**config.mk**
```make
export PLATFORM = sky130hd
export DESIGN_NAME = grid_mem_arbiter
export DESIGN_NICKNAME = d
export VERILOG_FILES = /design/src/rtl/grid_mem_arbiter.sv
export SDC_FILE = /design/constraint.sdc
export NUM_CORES = 1
export LEC_CHECK = 0
export ABC_CLOCK_PERIOD_IN_PS = 9620
export CAP_MARGIN = 20
export CORE_AREA = 3 3 110 112
export DETAILED_ROUTE_END_ITERATION = 10
export DIE_AREA = 0 0 113 115
export MAX_ROUTING_LAYER = met4
export PLACE_DENSITY = 0.82
export SKIP_LAST_GASP = 1
export SYNTH_ARGS = -nofsm -noshare
export SYNTH_HDL_FRONTEND = slang
export SYNTH_SLANG_ARGS = --single-unit
export TNS_END_PERCENT = 20
```
**constraint.sdc**
```tcl
create_clock -name clk -period 9.62 [get_ports clk]
set_input_delay 1.924 -clock clk [delete_from_list [all_inputs] [get_ports clk]]
set_output_delay 1.924 -clock clk [all_outputs]
set_load 0.005 [all_outputs]
```
**src/rtl/grid_mem_arbiter.sv**
```systemverilog
// grid_mem_arbiter: round-robin arbiter with locked read-modify-write sharing one registered-read RAM
// Ports: clk/reset (sync, active-high); i_req/i_req_we/i_req_lock/i_req_addr/i_req_wdata from requesters;
// o_gnt one-hot combinational grant; o_rvalid/o_rdata read return; o_mem_* registered RAM command,
// i_mem_rdata RAM data; o_lock_err sticky forced-release flag.
module grid_mem_arbiter #(
  parameter int NREQ     = 4,
  parameter int ADDR_W   = 8,
  parameter int DATA_W   = 32,
  parameter int LOCK_MAX = 16
) (
  input  logic                   clk,
  input  logic                   reset,
  input  logic [NREQ-1:0]        i_req,
  input  logic [NREQ-1:0]        i_req_we,
  input  logic [NREQ-1:0]        i_req_lock,
  input  logic [NREQ*ADDR_W-1:0] i_req_addr,
  input  logic [NREQ*DATA_W-1:0] i_req_wdata,
  output logic [NREQ-1:0]        o_gnt,
  output logic [NREQ-1:0]        o_rvalid,
  output logic [DATA_W-1:0]      o_rdata,
  output logic                   o_mem_read,
  output logic                   o_mem_write,
  output logic [ADDR_W-1:0]      o_mem_addr,
  output logic [DATA_W-1:0]      o_mem_wdata,
  input  logic [DATA_W-1:0]      i_mem_rdata,
  output logic                   o_lock_err
);
  localparam int IW = $clog2(NREQ);
  localparam int CW = $clog2(LOCK_MAX);
  typedef enum logic {IDLE, LOCKED} state_t;
  state_t r_state, w_next;
  logic [NREQ-1:0] r_owner, r_tag, r_rvalid, w_rr;
  logic [IW-1:0] r_last, w_idx, w_gidx;
  logic [CW-1:0] r_cnt;
  logic r_mem_read, r_mem_write, r_lock_err;
  logic [ADDR_W-1:0] r_mem_addr;
  logic [DATA_W-1:0] r_mem_wdata;
  logic w_acc, w_we, w_lock, w_expire;
  // Descending scan so the requester just after r_last is assigned last and wins.
  always_comb begin
    w_rr = '0;
    w_idx = '0;
    for (int i = NREQ; i >= 1; i--) begin
      w_idx = IW'((int'(r_last) + i) % NREQ);
      if (i_req[w_idx]) w_rr = NREQ'(1) << w_idx;
    end
  end
  always_comb begin
    w_gidx = '0;
    for (int i = 0; i < NREQ; i++) if (o_gnt[i]) w_gidx = IW'(i);
  end
  assign w_acc    = |o_gnt;
  assign w_we     = |(o_gnt & i_req_we);
  assign w_lock   = |(o_gnt & i_req_lock);
  assign w_expire = (r_state == LOCKED) && (r_cnt == CW'(LOCK_MAX - 1));
  always_ff @(posedge clk) r_state <= reset ? IDLE : w_next;
  always_comb w_next = (r_state == IDLE) ? ((w_acc && w_lock) ? LOCKED : IDLE)
                                         : ((w_expire || (w_acc && !w_lock)) ? IDLE : LOCKED);
  always_comb o_gnt = reset ? '0 : (r_state == IDLE) ? w_rr : (r_owner & i_req);
  always_ff @(posedge clk) begin
    if (reset) begin
      r_owner     <= '0;
      r_last      <= IW'(NREQ - 1);
      r_cnt       <= '0;
      r_lock_err  <= 1'b0;
      r_mem_read  <= 1'b0;
      r_mem_write <= 1'b0;
      r_mem_addr  <= '0;
      r_mem_wdata <= '0;
      r_tag       <= '0;
      r_rvalid    <= '0;
    end else begin
      r_cnt       <= (r_state == LOCKED) ? r_cnt + 1'b1 : '0;
      r_lock_err  <= r_lock_err | w_expire;
      r_mem_read  <= w_acc & ~w_we;
      r_mem_write <= w_acc & w_we;
      r_tag       <= (w_acc && !w_we) ? o_gnt : '0;
      r_rvalid    <= r_tag;
      if (w_acc && r_state == IDLE) r_owner <= o_gnt;
      if (w_acc) begin
        r_last      <= w_gidx;
        r_mem_addr  <= i_req_addr[w_gidx*ADDR_W +: ADDR_W];
        r_mem_wdata <= i_req_wdata[w_gidx*DATA_W +: DATA_W];
      end
    end
  end
  always_ff @(posedge clk)
    if (!reset) assert ($onehot0(o_gnt) && (r_state == IDLE || $onehot(r_owner)));
  assign o_rvalid    = r_rvalid;
  assign o_rdata     = i_mem_rdata;
  assign o_mem_read  = r_mem_read;
  assign o_mem_write = r_mem_write;
  assign o_mem_addr  = r_mem_addr;
  assign o_mem_wdata = r_mem_wdata;
  assign o_lock_err  = r_lock_err;
endmodule

```
Word-level counts from Yosys, hierarchy flattened
Cells that the tools add are included.

storage, ports and cells
  flip-flop bits (word level) = 62
  word-level logic and storage cells = 69
  output and inout port bits = 83
  input port bits = 206

operators by class
  reduce and logical (&&, ||, !) cells = 13
  bitwise gates (word level) = 9
  $lt $le $gt $ge = 4
  eq/ne operators = 1
  add/subtract/negate cells = 5
  muxes and demuxes = 20
  shift operators = 6

operators with widths
  operator                                                                      number
  128-bit by 8-bit indexed part select with 32-bit output                       1
  32-bit by 6-bit indexed part select with 8-bit output                         1
  4-bit two-way mux                                                             6
  1-bit by 2-bit << shifter with 4-bit output, first input constant             4
  4-bit bitwise AND                                                             3
  2-bit by 3-bit less-than comparator with 1-bit output, second input constant  4
  4-bit OR reduction                                                            3
  1-bit binary-select mux with 2-bit select                                     4
  1-bit two-way mux                                                             8
  1-bit logical AND                                                             5
  2-bit by 1-bit adder with 2-bit output, second input constant                 2
  2-bit adder, second input constant                                            2
  4-bit by 1-bit adder with 4-bit output, second input constant                 1
  4-bit == test, second input constant                                          1
  2-bit two-way mux                                                             2
  2-bit OR reduction                                                            2
  1-bit NOT                                                                     3
  1-bit bitwise AND                                                             2
  1-bit logical NOT                                                             2
  1-bit logical OR                                                              1
  1-bit bitwise OR                                                              1

Logic depth before layout (Yosys ltp)
  depth after elaboration = 16
  mapped depth = 13
  gate-level depth less buffers = 10

Worst setup path before layout
OpenSTA, ideal clock, no wires.

  path type = input -> output
  start = input port i_req[0]
  end = output port o_gnt[0]
  data required time = 7.696 ns
  data arrival time = 3.359 ns
  path buffers = 1
  cell stages on the path = 6
  path slack = 4.337 ns
  cells stage by stage = mux4_2 > nand3b_1 > a221oi_2 > o21ai_2 > inv_2 > clkbuf_1

on the way
  word-level cells in the longest chain between the ends = 8
  elaborated cells between the ends (all ways) = 15
  classes of those cells = mux (14); bitwise (1)

ends and longest elaborated chain
  item                                       RTL line  RTL
  from (decl)                                13        input logic [NREQ-1:0] i_req,
  1-bit binary-select mux with 2-bit select  45        if (i_req[w_idx]) w_rr = NREQ'(1) << w_idx;
  1-bit two-way mux (not written as such)    45
  4-bit two-way mux (4 in a row)             45
  4-bit two-way mux * (2 in a row)           59        always_comb o_gnt = reset ? '0 : (r_state == IDLE) ? w_rr : (r_owner & i_req);
  to (decl)                                  18        output logic [NREQ-1:0] o_gnt,

Every way passes the cells marked *; elsewhere a longest branch is shown, timed or not. The select of a mux whose other input is x is not followed.

Worst setup path after layout
  start = input port i_req[1]
  end = output port o_gnt[0]

on the way
  word-level cells in the longest chain between the ends = 8
  elaborated cells between the ends (all ways) = 14
  classes of those cells = mux (14)

ends and longest elaborated chain
  item                                       RTL line
  1-bit binary-select mux with 2-bit select  45
  1-bit two-way mux (not written as such)    45
  4-bit two-way mux (3 in a row)             45
  4-bit two-way mux *                        45
  4-bit two-way mux * (2 in a row)           59

Marked as above.

==> report_table.html <==
<table>
<tr><th>Metric</th><th>Value</th></tr>
<tr><th colspan="2">Timing</th></tr>
<tr><td>Crit path time final</td><td>7.385 ns</td></tr>
<tr><td>Fin crit share</td><td>76.77%</td></tr>
<tr><td>Transition time at the pin with the least slew margin</td><td>1.010 ns</td></tr>
<tr><td>Unrepaired setup endpoints after global routing</td><td>no</td></tr>
<tr><td>Hold_ws</td><td>0.4369 ns</td></tr>
<tr><td>Max frequency</td><td>135.4 MHz</td></tr>
<tr><td>Final setup violation count</td><td>0</td></tr>
<tr><td>Total negative slack for setup checks</td><td>0 ns</td></tr>
<tr><td>Final setup margin</td><td>2.235 ns</td></tr>
<tr><td>Number of pins with negative max-slew slack in the final report</td><td>0</td></tr>
<tr><td>Post-route clock skew</td><td>0.01470 ns</td></tr>
<tr><td>Final Hold Vio Count</td><td>0</td></tr>
<tr><td>Headroom to the max-slew limit</td><td>32.39%</td></tr>
<tr><th colspan="2">Placed design</th></tr>
<tr><td>Post-detail-place hpwl</td><td>10530 microns</td></tr>
<tr><td>Count of buffers from port buffering</td><td>224</td></tr>
<tr><td>Setup WS pre-CTS</td><td>2.258 ns</td></tr>
<tr><td>Cell area after placement</td><td>6035 sq um</td></tr>
<tr><td>Last weighted congestion value of the routability-driven placer</td><td>0.9450</td></tr>
<tr><th colspan="2">Routing</th></tr>
<tr><td>Drt pass-1 iters</td><td>4</td></tr>
<tr><td>Routed wire length per instance</td><td>18.36 microns</td></tr>
<tr><td>DRT iter0 DRCs</td><td>185</td></tr>
<tr><td>Routed vias</td><td>4178</td></tr>
<tr><td>Routed vias/inst</td><td>5.433</td></tr>
<tr><td>Antenna-violating nets left</td><td>0</td></tr>
<tr><td>Residual DRC count</td><td>0</td></tr>
<tr><td>Sum of routed wire length over all layers</td><td>14120 microns</td></tr>
<tr><th colspan="2">Floorplan</th></tr>
<tr><td>Total number of placement rows</td><td>39</td></tr>
<tr><td>Core footprint</td><td>11320 sq um</td></tr>
<tr><td>Chip Height</td><td>115 microns</td></tr>
<tr><td>Die area</td><td>13000 sq um</td></tr>
<tr><td>Width of the die</td><td>113 microns</td></tr>
<tr><td>Starting utilization of the core area</td><td>35.39%</td></tr>
<tr><td>Count of boundary I/O pins</td><td>289</td></tr>
<tr><th colspan="2">Setup path</th></tr>
<tr><td>Critical path endpoint category</td><td>output port</td></tr>
<tr><td>Stage delay of the slowest cell on the critical path</td><td>0.81 ns</td></tr>
<tr><td>Worst EP required</td><td>7.70 ns</td></tr>
<tr><td>Crit-path slowest cell</td><td>sky130_fd_sc_hd__o21ai_4</td></tr>
<tr><td>Critical-path cell list</td><td>clkdlybuf4s50_1 &gt; mux4_2 &gt; a21oi_1 &gt; a221oi_2 &gt; o21ai_4 &gt; inv_2 &gt; clkdlybuf4s50_1</td></tr>
<tr><td>Critical Path Most Common Cell</td><td>sky130_fd_sc_hd__clkdlybuf4s50_1</td></tr>
<tr><td>Setup slack on the worst flop-to-flop path</td><td>4.74 ns</td></tr>
<tr><td>Worst setup SP type</td><td>input pin</td></tr>
<tr><td>Type of the worst setup path</td><td>in -&gt; out</td></tr>
<tr><td>R2R Path End</td><td>o_mem_wdata[14]$_SDFFE_PP0P_</td></tr>
<tr><td>RR Startpoint</td><td>r_last[0]$_SDFFE_PP1P_</td></tr>
<tr><td>Arrival time of data at the critical path endpoint</td><td>5.46 ns</td></tr>
<tr><td>Worst reg2reg path depth</td><td>10</td></tr>
<tr><td>Critical-path maximum fanout</td><td>45</td></tr>
<tr><th colspan="2">Clock network</th></tr>
<tr><td>H-Tree Depth</td><td>3</td></tr>
<tr><td>Clock buffers created by TritonCTS</td><td>9</td></tr>
<tr><td>Clock tree from TritonCTS</td><td>built</td></tr>
<tr><td>TritonCTS Sinks</td><td>62</td></tr>
<tr><td>Hold buffers post-CTS</td><td>0</td></tr>
<tr><td>Clock latency of the later-clocked register in the worst-skew pair</td><td>0.32 ns</td></tr>
<tr><td>Post-CTS Setup Bufs</td><td>0</td></tr>
<tr><td>Register clock-pin slew on the reported worst setup and hold paths</td><td>0.06 ns</td></tr>
<tr><td>Root buffer cell</td><td>sky130_fd_sc_hd__clkbuf_16</td></tr>
<tr><td>Number of gates resized after cts</td><td>0</td></tr>
<tr><td>Clock tree buffer depth</td><td>2</td></tr>
<tr><th colspan="2">Job</th></tr>
<tr><td>Number of max-cap violations</td><td>0</td></tr>
<tr><th colspan="2">Yosys</th></tr>
<tr><td>Xor and xnor area share after synthesis</td><td>0.4372%</td></tr>
<tr><td>Post-Synthesis Net Count</td><td>663</td></tr>
<tr><td>Number of unique standard cell types used by synthesis</td><td>51</td></tr>
<tr><td>Dominant combinational cell family by area after synthesis</td><td>compound AO/OA/AOI/OAI gates</td></tr>
<tr><td>Multiplexer fraction of the synthesized cell area</td><td>3.841%</td></tr>
<tr><td>Sequential share of the synthesized area</td><td>30.98%</td></tr>
<tr><td>Share of synthesized cell area in and, or, nand and nor gates</td><td>12.46%</td></tr>
<tr><td>FF+latch count, synth</td><td>62</td></tr>
<tr><td>Number of flops mapped to enable cells by yosys</td><td>0</td></tr>
<tr><td>Gate count after technology mapping</td><td>450</td></tr>
<tr><td>Predominant post-synthesis flop cell</td><td>sky130_fd_sc_hd__dfxtp_1</td></tr>
<tr><td>Share of the synthesized area in compound gates (AO/OA/AOI/OAI)</td><td>34.57%</td></tr>
<tr><td>Syn. warnings</td><td>0</td></tr>
<tr><td>Share of flip-flops with an asynchronous set or reset after synthesis</td><td>0%</td></tr>
<tr><td>Post-synthesis area per instance</td><td>8.903 sq um</td></tr>
<tr><td>Synth Cell Area</td><td>4006 sq um</td></tr>
<tr><td>Adder and majority cell fraction of the synthesized area</td><td>2.186%</td></tr>
<tr><th colspan="2">GRT</th></tr>
<tr><td>Pin count of the biggest net entering global routing</td><td>57</td></tr>
<tr><td>Initial antenna violation count</td><td>0</td></tr>
<tr><td>Total global routing track utilization</td><td>21.21%</td></tr>
<tr><td>Number of global-route vias before repair</td><td>4275</td></tr>
<tr><td>Total congestion overflow after global routing</td><td>0</td></tr>
<tr><td>First-pass GRT wire length</td><td>21710 microns</td></tr>
<tr><th colspan="2">Worst hold path</th></tr>
<tr><td>Endpoint of the worst hold-timing path</td><td>o_rvalid[2]$_SDFF_PP0_</td></tr>
<tr><td>Launch instance of the worst min-delay path</td><td>r_tag[2]$_SDFF_PP0_</td></tr>
<tr><td>Min-Delay Path Class</td><td>reg -&gt; reg</td></tr>
<tr><td>Worst Hold Depth</td><td>1</td></tr>
<tr><th colspan="2">Final layout</th></tr>
<tr><td>Area growth, synth to finish</td><td>58.81%</td></tr>
<tr><td>Layout Nets</td><td>834</td></tr>
<tr><td>Commonest cells after routing, fill and taps aside</td><td>223 x sky130_fd_sc_hd__clkdlybuf4s50_1, 62 x sky130_fd_sc_hd__dfxtp_1, 49 x sky130_fd_sc_hd__inv_1</td></tr>
<tr><td>Post-Layout Inst Area</td><td>6362 sq um</td></tr>
<tr><td>Antenna diodes</td><td>0</td></tr>
<tr><td>Leading cell type in the layout, fill and taps excluded</td><td>sky130_fd_sc_hd__clkdlybuf4s50_1</td></tr>
<tr><td>Fraction of layout cells with a size suffix above 1</td><td>9.904%</td></tr>
<tr><td>Share of the core filled with cells</td><td>56.20%</td></tr>
<tr><th colspan="2">Pwr</th></tr>
<tr><td>P_leak</td><td>2.429 nW</td></tr>
<tr><td>Power dissipated by switching net loads</td><td>0.0007522 W</td></tr>
<tr><td>Power density over the cells</td><td>291.8 nW/um^2</td></tr>
<tr><td>Portion of total power attributed to combinational logic</td><td>59.0%</td></tr>
<tr><td>Clk pwr share</td><td>19.2%</td></tr>
<tr><td>Worst supply voltage drop on vdd</td><td>0.3107 mV</td></tr>
<tr><td>Switch share</td><td>40.51%</td></tr>
<tr><td>Pint</td><td>0.001104 W</td></tr>
<tr><td>Sequential share of power</td><td>21.8%</td></tr>
<tr><th colspan="2">Run status</th></tr>
<tr><td>Outcome</td><td>complete, no violations</td></tr>
</table>
==> registers in the layout (all words and copies together), names as in the netlist <==
| name | flops |
|---|---|
| o_lock_err | 1 |
| o_mem_addr | 8 |
| o_mem_read | 1 |
| o_mem_wdata | 32 |
| o_mem_write | 1 |
| o_rvalid | 4 |
| r_cnt | 4 |
| r_last | 2 |
| r_owner | 4 |
| r_state | 1 |
| r_tag | 4 |
==> worst max-delay path by stage <==
stage | start | endpoint | slack [ns] | depth (start not counted)
floorplan | i_req[0] | o_gnt[0] | 4.34 | 6
global placement | i_req[3] | o_gnt[0] | 2.34 | 7
detailed placement | i_req[1] | o_gnt[0] | 2.26 | 7
CTS | i_req[1] | o_gnt[0] | 2.25 | 7
global route | i_req[1] | o_gnt[0] | 2.02 | 7
finish | i_req[1] | o_gnt[0] | 2.24 | 7
==> layout make-up <==
type	count	area, sq um
Clock inverter	7	102.6
Inverter	51	191.4
Multi-Input combinational cell	270	2163
Timing Repair Buffer	227	2260
Fill cell	1013	4959
Tap cell	143	178.9
Clock buffer	9	225.2
Sequential cell	62	1241
==> cell families after synthesis <==
| logic type | after synthesis |
|---|---|
| DFF | 62 |
| xor gates and xnor gates | 2 |
| muxes | 10 |
| AOI/OAI and AO/OA | 162 |
| and+or+nand+nor | 89 |
| buffers and inverters | 118 |
| adders and majority gates | 7 |
==> power groups by stage <==
stage,combinational [W],clock [W],sequential [W]
floorplan,0.000753,0,0.000394
global placement,0.00106,0,0.000405
detailed placement,0.00109,0,0.000410
CTS,0.00110,0.000363,0.000405
global route,0.00119,0.000377,0.000416
finish,0.00110,0.000356,0.000406
==> Yosys cell counts (2+ instances only) <==
library cell / number / area share [%]
sky130_fd_sc_hd__mux2_2: 3 / 0.84
sky130_fd_sc_hd__nor3_1: 2 / 0.25
sky130_fd_sc_hd__mux2i_1: 3 / 0.75
sky130_fd_sc_hd__a31o_2: 3 / 0.66
sky130_fd_sc_hd__nand2b_1: 3 / 0.47
sky130_fd_sc_hd__and2_1: 41 / 6.4
sky130_fd_sc_hd__a22o_1: 3 / 0.66
sky130_fd_sc_hd__ha_1: 7 / 2.2
sky130_fd_sc_hd__a2111o_1: 2 / 0.56
sky130_fd_sc_hd__buf_2: 8 / 1.0
sky130_fd_sc_hd__a2111oi_2: 22 / 8.2
sky130_fd_sc_hd__o22ai_1: 43 / 6.7
sky130_fd_sc_hd__nor2b_1: 4 / 0.62
sky130_fd_sc_hd__inv_1: 49 / 4.6
sky130_fd_sc_hd__a221o_1: 2 / 0.50
sky130_fd_sc_hd__dfxtp_1: 62 / 31
sky130_fd_sc_hd__a2111oi_1: 16 / 4.0
sky130_fd_sc_hd__clkbuf_1: 17 / 1.6
sky130_fd_sc_hd__buf_4: 37 / 6.9
sky130_fd_sc_hd__a21oi_1: 11 / 1.4
sky130_fd_sc_hd__nand2_1: 9 / 0.84
sky130_fd_sc_hd__a21oi_2: 2 / 0.44
sky130_fd_sc_hd__a22oi_1: 3 / 0.56
sky130_fd_sc_hd__inv_2: 2 / 0.19
sky130_fd_sc_hd__nor3b_1: 3 / 0.56
sky130_fd_sc_hd__mux4_2: 4 / 2.2
sky130_fd_sc_hd__nor2_1: 16 / 1.5
sky130_fd_sc_hd__and3_1: 6 / 0.94
sky130_fd_sc_hd__buf_8: 2 / 0.75
sky130_fd_sc_hd__buf_1: 2 / 0.19
sky130_fd_sc_hd__a211oi_1: 43 / 8.1
==> stage by stage <==
step / cells / power, W
6_report: 769 / 0.001857
5_1_grt: 769 / 0.001985
4_1_cts: 769 / 0.001865
3_5_place_dp: 753 / 0.001502
3_3_place_gp: 753 / 0.001463
2_1_floorplan: 450 / 0.001147
==> critical path, delay by kind of cell <==
| kind | cells | cell delay (ns) |
|---|---|---|
| buf+inv | 3 | 1.74 |
| compound gates | 3 | 1.12 |
| mux | 1 | 0.62 |
==> per-layer routing <==
layer	vias to the layer above	track usage [%]	part of all wire [%]
li1	1988	-	-
met1	1964	23.83	39
met2	196	37.32	52
met3	30	4.526	6.5
met4	0	7.372	2.5
met5	-	-	0
No activity file was read; power rests on OpenSTA's default activity.
